### config.mk
export PLATFORM = sky130hd
export DESIGN_NAME = clint_bus_arbiter
export DESIGN_NICKNAME = d
export VERILOG_FILES = /design/src/rtl/clint_bus_arbiter.sv
export SDC_FILE = /design/constraint.sdc
export NUM_CORES = 1
export LEC_CHECK = 0
export CORE_AREA = 2 2 123 125
export DETAILED_ROUTE_END_ITERATION = 8
export DIE_AREA = 0 0 125 127
export DONT_BUFFER_PORTS = 1
export MAX_ROUTING_LAYER = met4
export PLACE_DENSITY = 0.38
export SYNTH_ARGS = -nofsm -noshare
export SYNTH_HDL_FRONTEND = slang
export SYNTH_SLANG_ARGS = --single-unit
### constraint.sdc
create_clock -name clk -period 3.77 [get_ports clk]
set_clock_uncertainty 0.05 [all_clocks]
set_input_delay 0.5655 -clock clk [delete_from_list [all_inputs] [get_ports clk]]
set_output_delay 0.5655 -clock clk [all_outputs]
set_load 0.1 [all_outputs]
### src/rtl/clint_bus_arbiter.sv
// Round-robin arbiter for two requesters onto the CLINT slave bus, with a
// grant lock that keeps 64-bit mtime/mtimecmp low/high word pairs atomic.
module clint_bus_arbiter #(
    parameter int unsigned ADDR_WIDTH     = 16,
    parameter int unsigned SIZE_WIDTH     = 2,
    parameter int unsigned REG_DATA_WIDTH = 32,
    parameter int unsigned BUS_DATA_WIDTH = 32,
    parameter logic [ADDR_WIDTH-1:0] MTIME_ADDR    = ADDR_WIDTH'('hbff8),
    parameter logic [ADDR_WIDTH-1:0] MTIMECMP_ADDR = ADDR_WIDTH'('h4000),
    parameter int unsigned LOCK_TIMEOUT   = 8
) (
    input  logic                      clk,
    input  logic                      rst,
    input  logic [ADDR_WIDTH-1:0]     m0_read_addr,
    input  logic [ADDR_WIDTH-1:0]     m0_write_addr,
    input  logic [SIZE_WIDTH-1:0]     m0_read_size,
    input  logic [SIZE_WIDTH-1:0]     m0_write_size,
    input  logic [REG_DATA_WIDTH-1:0] m0_data,
    input  logic                      m0_rd,
    input  logic                      m0_wr,
    output logic                      m0_grant,
    output logic [BUS_DATA_WIDTH-1:0] m0_rdata,
    output logic                      m0_rvalid,
    input  logic [ADDR_WIDTH-1:0]     m1_read_addr,
    input  logic [ADDR_WIDTH-1:0]     m1_write_addr,
    input  logic [SIZE_WIDTH-1:0]     m1_read_size,
    input  logic [SIZE_WIDTH-1:0]     m1_write_size,
    input  logic [REG_DATA_WIDTH-1:0] m1_data,
    input  logic                      m1_rd,
    input  logic                      m1_wr,
    output logic                      m1_grant,
    output logic [BUS_DATA_WIDTH-1:0] m1_rdata,
    output logic                      m1_rvalid,
    output logic [ADDR_WIDTH-1:0]     bus_clint_read_addr,
    output logic [ADDR_WIDTH-1:0]     bus_clint_write_addr,
    output logic [SIZE_WIDTH-1:0]     bus_clint_read_size,
    output logic [SIZE_WIDTH-1:0]     bus_clint_write_size,
    output logic [REG_DATA_WIDTH-1:0] bus_clint_data,
    output logic                      bus_clint_rd,
    output logic                      bus_clint_wr,
    input  logic [BUS_DATA_WIDTH-1:0] clint_bus_data,
    output logic                      arb_locked
);

    localparam int unsigned CNT_W = 8;
    localparam logic [CNT_W-1:0] CNT_INIT = CNT_W'(LOCK_TIMEOUT);
    localparam logic [ADDR_WIDTH-1:0] MTIME_HI    = MTIME_ADDR + ADDR_WIDTH'(4);
    localparam logic [ADDR_WIDTH-1:0] MTIMECMP_HI = MTIMECMP_ADDR + ADDR_WIDTH'(4);

    logic             rr_ptr_q, rr_ptr_d;
    logic             locked_q, locked_d;
    logic             lock_owner_q, lock_owner_d;
    logic             lock_reg_q, lock_reg_d;
    logic [CNT_W-1:0] lock_cnt_q, lock_cnt_d;
    logic             rd_pend_q, rd_pend_d;
    logic             rd_owner_q, rd_owner_d;

    logic req0, req1, any_gnt;
    logic hit_time, hit_cmp, hit_hi;
    logic [ADDR_WIDTH-1:0] hi_addr;

    assign req0    = m0_rd | m0_wr;
    assign req1    = m1_rd | m1_wr;
    assign any_gnt = m0_grant | m1_grant;

    // While locked only the owner may win, even if it is idle.
    always_comb begin
        m0_grant = 1'b0;
        m1_grant = 1'b0;
        if (!rst) begin
            if (locked_q) begin
                m0_grant = req0 & ~lock_owner_q;
                m1_grant = req1 &  lock_owner_q;
            end else begin
                m0_grant = req0 & (~req1 | ~rr_ptr_q);
                m1_grant = req1 & (~req0 |  rr_ptr_q);
            end
        end
    end

    always_comb begin
        bus_clint_read_addr  = '0;
        bus_clint_write_addr = '0;
        bus_clint_read_size  = '0;
        bus_clint_write_size = '0;
        bus_clint_data       = '0;
        bus_clint_rd         = 1'b0;
        bus_clint_wr         = 1'b0;
        if (m0_grant) begin
            bus_clint_read_addr  = m0_read_addr;
            bus_clint_write_addr = m0_write_addr;
            bus_clint_read_size  = m0_read_size;
            bus_clint_write_size = m0_write_size;
            bus_clint_data       = m0_data;
            bus_clint_rd         = m0_rd;
            bus_clint_wr         = m0_wr;
        end else if (m1_grant) begin
            bus_clint_read_addr  = m1_read_addr;
            bus_clint_write_addr = m1_write_addr;
            bus_clint_read_size  = m1_read_size;
            bus_clint_write_size = m1_write_size;
            bus_clint_data       = m1_data;
            bus_clint_rd         = m1_rd;
            bus_clint_wr         = m1_wr;
        end
    end

    assign hi_addr  = lock_reg_q ? MTIMECMP_HI : MTIME_HI;
    assign hit_time = (bus_clint_rd && bus_clint_read_addr == MTIME_ADDR) ||
                      (bus_clint_wr && bus_clint_write_addr == MTIME_ADDR);
    assign hit_cmp  = (bus_clint_rd && bus_clint_read_addr == MTIMECMP_ADDR) ||
                      (bus_clint_wr && bus_clint_write_addr == MTIMECMP_ADDR);
    assign hit_hi   = (bus_clint_rd && bus_clint_read_addr == hi_addr) ||
                      (bus_clint_wr && bus_clint_write_addr == hi_addr);

    // Low-word hits take priority over a concurrent high-word release.
    always_comb begin
        rr_ptr_d     = rr_ptr_q;
        locked_d     = locked_q;
        lock_owner_d = lock_owner_q;
        lock_reg_d   = lock_reg_q;
        lock_cnt_d   = lock_cnt_q;
        rd_pend_d    = bus_clint_rd;
        rd_owner_d   = bus_clint_rd ? m1_grant : rd_owner_q;

        if (any_gnt && !locked_q) begin
            rr_ptr_d = m0_grant;
        end

        if (any_gnt && (hit_time || hit_cmp)) begin
            locked_d     = 1'b1;
            lock_owner_d = m1_grant;
            lock_reg_d   = ~hit_time;
            lock_cnt_d   = CNT_INIT;
        end else if (locked_q) begin
            if ((any_gnt && hit_hi) || lock_cnt_q <= CNT_W'(1)) begin
                locked_d   = 1'b0;
                lock_cnt_d = '0;
                rr_ptr_d   = ~lock_owner_q;
            end else begin
                lock_cnt_d = lock_cnt_q - CNT_W'(1);
            end
        end
    end

    always_ff @(posedge clk or posedge rst) begin
        if (rst) begin
            rr_ptr_q     <= 1'b0;
            locked_q     <= 1'b0;
            lock_owner_q <= 1'b0;
            lock_reg_q   <= 1'b0;
            lock_cnt_q   <= '0;
            rd_pend_q    <= 1'b0;
            rd_owner_q   <= 1'b0;
        end else begin
            rr_ptr_q     <= rr_ptr_d;
            locked_q     <= locked_d;
            lock_owner_q <= lock_owner_d;
            lock_reg_q   <= lock_reg_d;
            lock_cnt_q   <= lock_cnt_d;
            rd_pend_q    <= rd_pend_d;
            rd_owner_q   <= rd_owner_d;
        end
    end

    assign m0_rvalid  = rd_pend_q & ~rd_owner_q;
    assign m1_rvalid  = rd_pend_q &  rd_owner_q;
    assign m0_rdata   = m0_rvalid ? clint_bus_data : '0;
    assign m1_rdata   = m1_rvalid ? clint_bus_data : '0;
    assign arb_locked = locked_q;

endmodule

== Word level (Yosys, flattened, before mapping) ==
Cells that the tools add are included.
Operators by class
  bitwise gates (word level): 17
  $lt $le $gt $ge: 1
  reduce and logical (&&, ||, !) cells: 16
  $add $sub $neg: 1
  multiplexer cells: 31
  equality and inequality tests: 6
Operator list (count)
  32-bit 2-to-1 mux: 4
  16-bit 2-to-1 mux: 5
  16-bit by 15-bit equality test with 1-bit output, second input constant: 2
  16-bit equality test: 2
  16-bit equality test, second input constant: 2
  8-bit 2-to-1 mux: 3
  1-bit 2-to-1 mux: 15
  1-bit logical AND: 9
  8-bit by 1-bit <= comparator with 1-bit output, second input constant: 1
  2-bit 2-to-1 mux: 4
  8-bit by 1-bit subtractor with 8-bit output, second input constant: 1
  1-bit bitwise AND: 6
  1-bit NOT: 6
  1-bit logical OR: 5
  1-bit OR: 5
  2-bit nonzero test: 1
  1-bit logical NOT: 1
Word-level totals
  input port bits: 174
  logic and storage cells: 79
  register bits: 14
  output and inout bits: 139

== Depth between registers and ports, before layout ==
  depth after elaboration: 16
  gate-level depth with buffers: 13
  gate-level depth less buffers: 10

== Worst setup path before layout ==
Ideal clock, no wire load.
  kind: register -> output
  from: register locked_q, in the netlist arb_locked
  to: output bus_clint_write_addr[9]
  path buffers: 4
  required time: 3154 ps
  slack: -1199 ps
  stages on the path, launching flop included: 9
  arrival: 4353 ps
  cells stage by stage: dfrtp_1 > buf_6 > nor2_1 > a2111oi_4 > buf_4 > buf_2 > buf_1 > nand2_1 > o21ai_0
Between the ends
  longest elaborated chain between the ends: 4
  elaborated cells between the ends (all ways): 6
  those cells by class: mux: 6
RTL lines
  from (decl): line 51  | logic locked_q, locked_d;
  from (signal assigned): line 157  | locked_q <= locked_d;
  1-bit 2-to-1 mux: line 71  | if (locked_q) begin
  1-bit 2-to-1 mux: line 70  | if (!rst) begin
  net m1_grant: line 31  | output logic m1_grant,
  16-bit 2-to-1 mux: line 97  | end else if (m1_grant) begin
  16-bit 2-to-1 mux: line 89  | if (m0_grant) begin
  to (decl): line 35  | output logic [ADDR_WIDTH-1:0] bus_clint_write_addr,
The timed path passes the listed nets, and every way through them passes these cells.

== Worst setup path in the final report ==
  from: register locked_q, in the netlist arb_locked
  to: output bus_clint_write_addr[9]
Between the ends
  longest elaborated chain between the ends: 4
  elaborated cells between the ends (all ways): 6
  those cells by class: mux: 6
RTL lines (line)
  1-bit 2-to-1 mux: 71
  1-bit 2-to-1 mux: 70
  16-bit 2-to-1 mux: 97
  16-bit 2-to-1 mux *: 89
Mark *: on every way between the ends. The rest lies on a longest branch, timed or not.

==> impl_results.md <==
- Run status: complete, no violations
- Post-cts hold buffer count: 0
- Unrepaired setup endpoints after global routing: no
- Clock buffer depth: 2
- Port Buffers: 0
- FILL cells: 1533
- DR DRC count: 0
- Largest net degree at the start of global routing: 38
- Critical path required time: 3.15 ns
- Setup WS post-layout: about 0.45 ns
- Ant. Diodes: 0
- DIE WIDTH: between 100 and 150 µm
- TritonCTS buffer count: 3
- Post-Syn Area: between 0.002 and 0.0025 mm²
- Met1 wire length: roughly 4200 µm
- Post-synthesis cell count: 326
- Avg WL per Cell: 21.5 µm
- Arr. time, crit path: 2.70 ns
- Initial antenna violation count: 0
- CP dominant cell by count: buf_4
- CTS tree: done
- Layout cells sized above 1: 0.373
- # rows: 44
- Clock latency on the worst-skew pair: between 0.2 and 0.25 ns
- Worst Max-Slew Pin Slew: 1.13 ns
- HPWL Detailed: 11200 µm
- Synth warn: 0
- TNS Setup: 0 ns
- CORE AREA: 0.0144 mm²
- Area contributors post-synth: a22o_1 23%, dfrtp_1 14%, and2_1 8.9%
- Min Tclk post-route: roughly 3.3 ns
- CP Cell Sequence: nor2b_4 > a2111oi_4 > buf_4 > buf_4 > nand2_1 > o21ai_2
- Total of max-cap violations: 0
- I/O pin count: approximately 310
- Synth-to-Final Area Change: 70.2%
- Top Layer Used: met4
- Netlist cell types: 56
- Die Height: 127 µm
- Post-CTS sizing: 0
- Avg Inst Size Synth: ~7.6 µm²
- Clk slew on worst S/H paths: 0.05 ns
- First-pass GRT wire length: 19500 µm
- Vias per cell: 5.34
- Worst-path maximum fanout: 36
- Fmax: a little over 300 MHz
- Met2 wire len: around 7000 µm
- Nets: 595
- Pwr/cell area: 1130 mW/mm²
- Multi-input logic area: 0.00196 mm²
- Total GRT Usage: 0.159
- Post-Syn Nets: 502
- Buf/Inv on CP: 2
- Initial Utilization: 0.171
- Max_slew headroom: 0.249
- 1st-pass router iterations: 4
- Remaining Overflow, GRT: 0
- Setup CP Type: reg -> out
- Post-synth EDFFs: 0
- Delay-heaviest family, CP: compound AO/OA/AOI/OAI gates
- Number of global-route vias before repair: 3334
- Post-CTS Setup Bufs: 0
- Area leader, netlist: a22o_1
- Synth async-reset ratio: 1.00
- Critical path's slowest cell: a2111oi_4
- Pre-CTS setup slack: 0.395 ns
- Total wire length: 13000 µm
- Fin. max-slew vios: 0
- Type of origin of the critical path: register
- Flops & latches, synth: 14
- CP peak stage delay: 0.52 ns
- Root buffer cell: clkbuf_16
- Register area: 352 µm²
- Starting DRT DRC Count: 118
- Top cell type's share of synthesized area: 0.231
- Tcrit/Tclk final: 0.879
- Die area: 0.0159 mm²
- Most frequently used flop master after synthesis: dfrtp_1
- Pleak: 1.91 nW
- Setup crit end kind: primary output
- CTS sink cnt: 14
- Post-route ant nets: 0
- DR vias: 3215
- Final hold viol count: 0
- Endpoints failing setup: 0
- Maximum vdd drop: 0.000431 V
- Worst min path class: in -> async
- Sequential area share after synthesis: 0.142
- # H-tree levels: 1
- R2r setup slk: roughly 0.52 ns
- Placer Congestion: 0.895
- Met3 wire len: between 1000 and 1500 µm
-- power breakdown --
part / total [mW] / internal, mW / switching, mW
sequential: 0.341 / 0.215 / 0.125
combinational: 4.19 / 1.11 / 3.09
clock: 0.207 / 0.143 / 0.0639
total: 4.74 / 1.46 / 3.28
-- cells by family (layout without fill, tap and decap cells) --
| group | Yosys count | in the layout | share of synthesized area |
|---|---|---|---|
| buffers and inverters | 43 | 135 | 0.0776 |
| AOI/OAI and AO/OA | 114 | 114 | 0.385 |
| adders and majority gates | 2 | 2 | 0.0101 |
| and+or+nand+nor | 150 | 150 | 0.372 |
| muxes | 3 | 3 | 0.0132 |
| DFF | 14 | 14 | 0.142 |
-- layout make-up --
class                   count  share of cell area
multi-input cells         269               0.467
repair buffers            117               0.363
flip-flops and latches     14              0.0837
well taps                 184              0.0548
clock buffers               4              0.0188
inverters                  14              0.0125
-- path summary, 6_finish.rpt --
kind                                           end  depth (start not counted)     startpoint
max                        bus_clint_write_addr[9]                          6     arb_locked
max reg2reg                               rr_ptr_q                         11     arb_locked
min reg2reg                          lock_cnt_q[5]                          2  lock_cnt_q[5]
min in group clk                        rd_owner_q                          2          m1_rd
min                                   lock_owner_q                          1            rst
max in group asynchronous               arb_locked                          1            rst
-- state kept, by name, summed over array words and instances (netlist names) --
signal / cells
arb_locked: 1
lock_cnt_q: 8
lock_owner_q: 1
lock_reg_q: 1
rd_owner_q: 1
rd_pend_q: 1
rr_ptr_q: 1
-- placed cells by master (no fill, tap or decap), types with 3 or more instances in the layout --
| master | netlist | routed |
|---|---|---|
| nor2_1 | 18 | 18 |
| nand3_1 | 7 | 7 |
| a22o_1 | 65 | 47 |
| nand2_1 | 8 | 8 |
| inv_1 | 13 | 13 |
| a22oi_1 | 6 | 6 |
| nand4_1 | 7 | 7 |
| dfrtp_1 | 14 | 13 |
| and2_1 | 35 | 35 |
| o31ai_1 | 3 | 3 |
| and3_1 | 33 | 33 |
| a22o_2 | 0 | 18 |
| nand2b_1 | 5 | 5 |
| a32oi_1 | 3 | 3 |
| a21oi_1 | 11 | 11 |
| o21ai_1 | 4 | 4 |
| buf_12 | 0 | 50 |
| nand4b_1 | 3 | 3 |
| clkbuf_16 | 0 | 3 |
| nor3_1 | 9 | 9 |
| nor4_1 | 7 | 7 |
| buf_4 | 1 | 66 |
-- per-stage QoR --
step	hold WS, ns	power, mW	cells	area, µm²	util
CTS	0.247	4.75	602	4200	0.291
global placement	0.466	4.52	598	4120	0.286
global route	0.272	4.91	602	4200	0.291
finish	0.218	4.74	602	4200	0.291
detailed placement	0.477	4.54	598	4120	0.286
floorplan	0.405	3.48	326	2510	-
-- cells in the mapped netlist (all sizes together) (2+ instances only) --
cell type and instances:
a22oi 6, or4b 2, ha 2, nor2 19
a22o 65, nand4b 3, inv 14, a21boi 2
nor3 9, nor3b 2, a32oi 3, a21o 2
nand3 7, o21ai 8, nor2b 4, nand2b 5
a41o 2, a211oi 2, nand4 7, dfrtp 14
nand2 8, and2 35, or3 2, a211o 2
buf 13, nand3b 2, a21oi 11, clkbuf 16
and3 33, o31ai 3, mux2 2, nor4 8
-- layer usage --
metal,up-vias,track usage
met2,249,0.301
met1,1498,0.156
met5,-,-
met4,0,0.0503
met3,22,0.0494
li1,1446,-
Power figures use the tool's default switching activity.
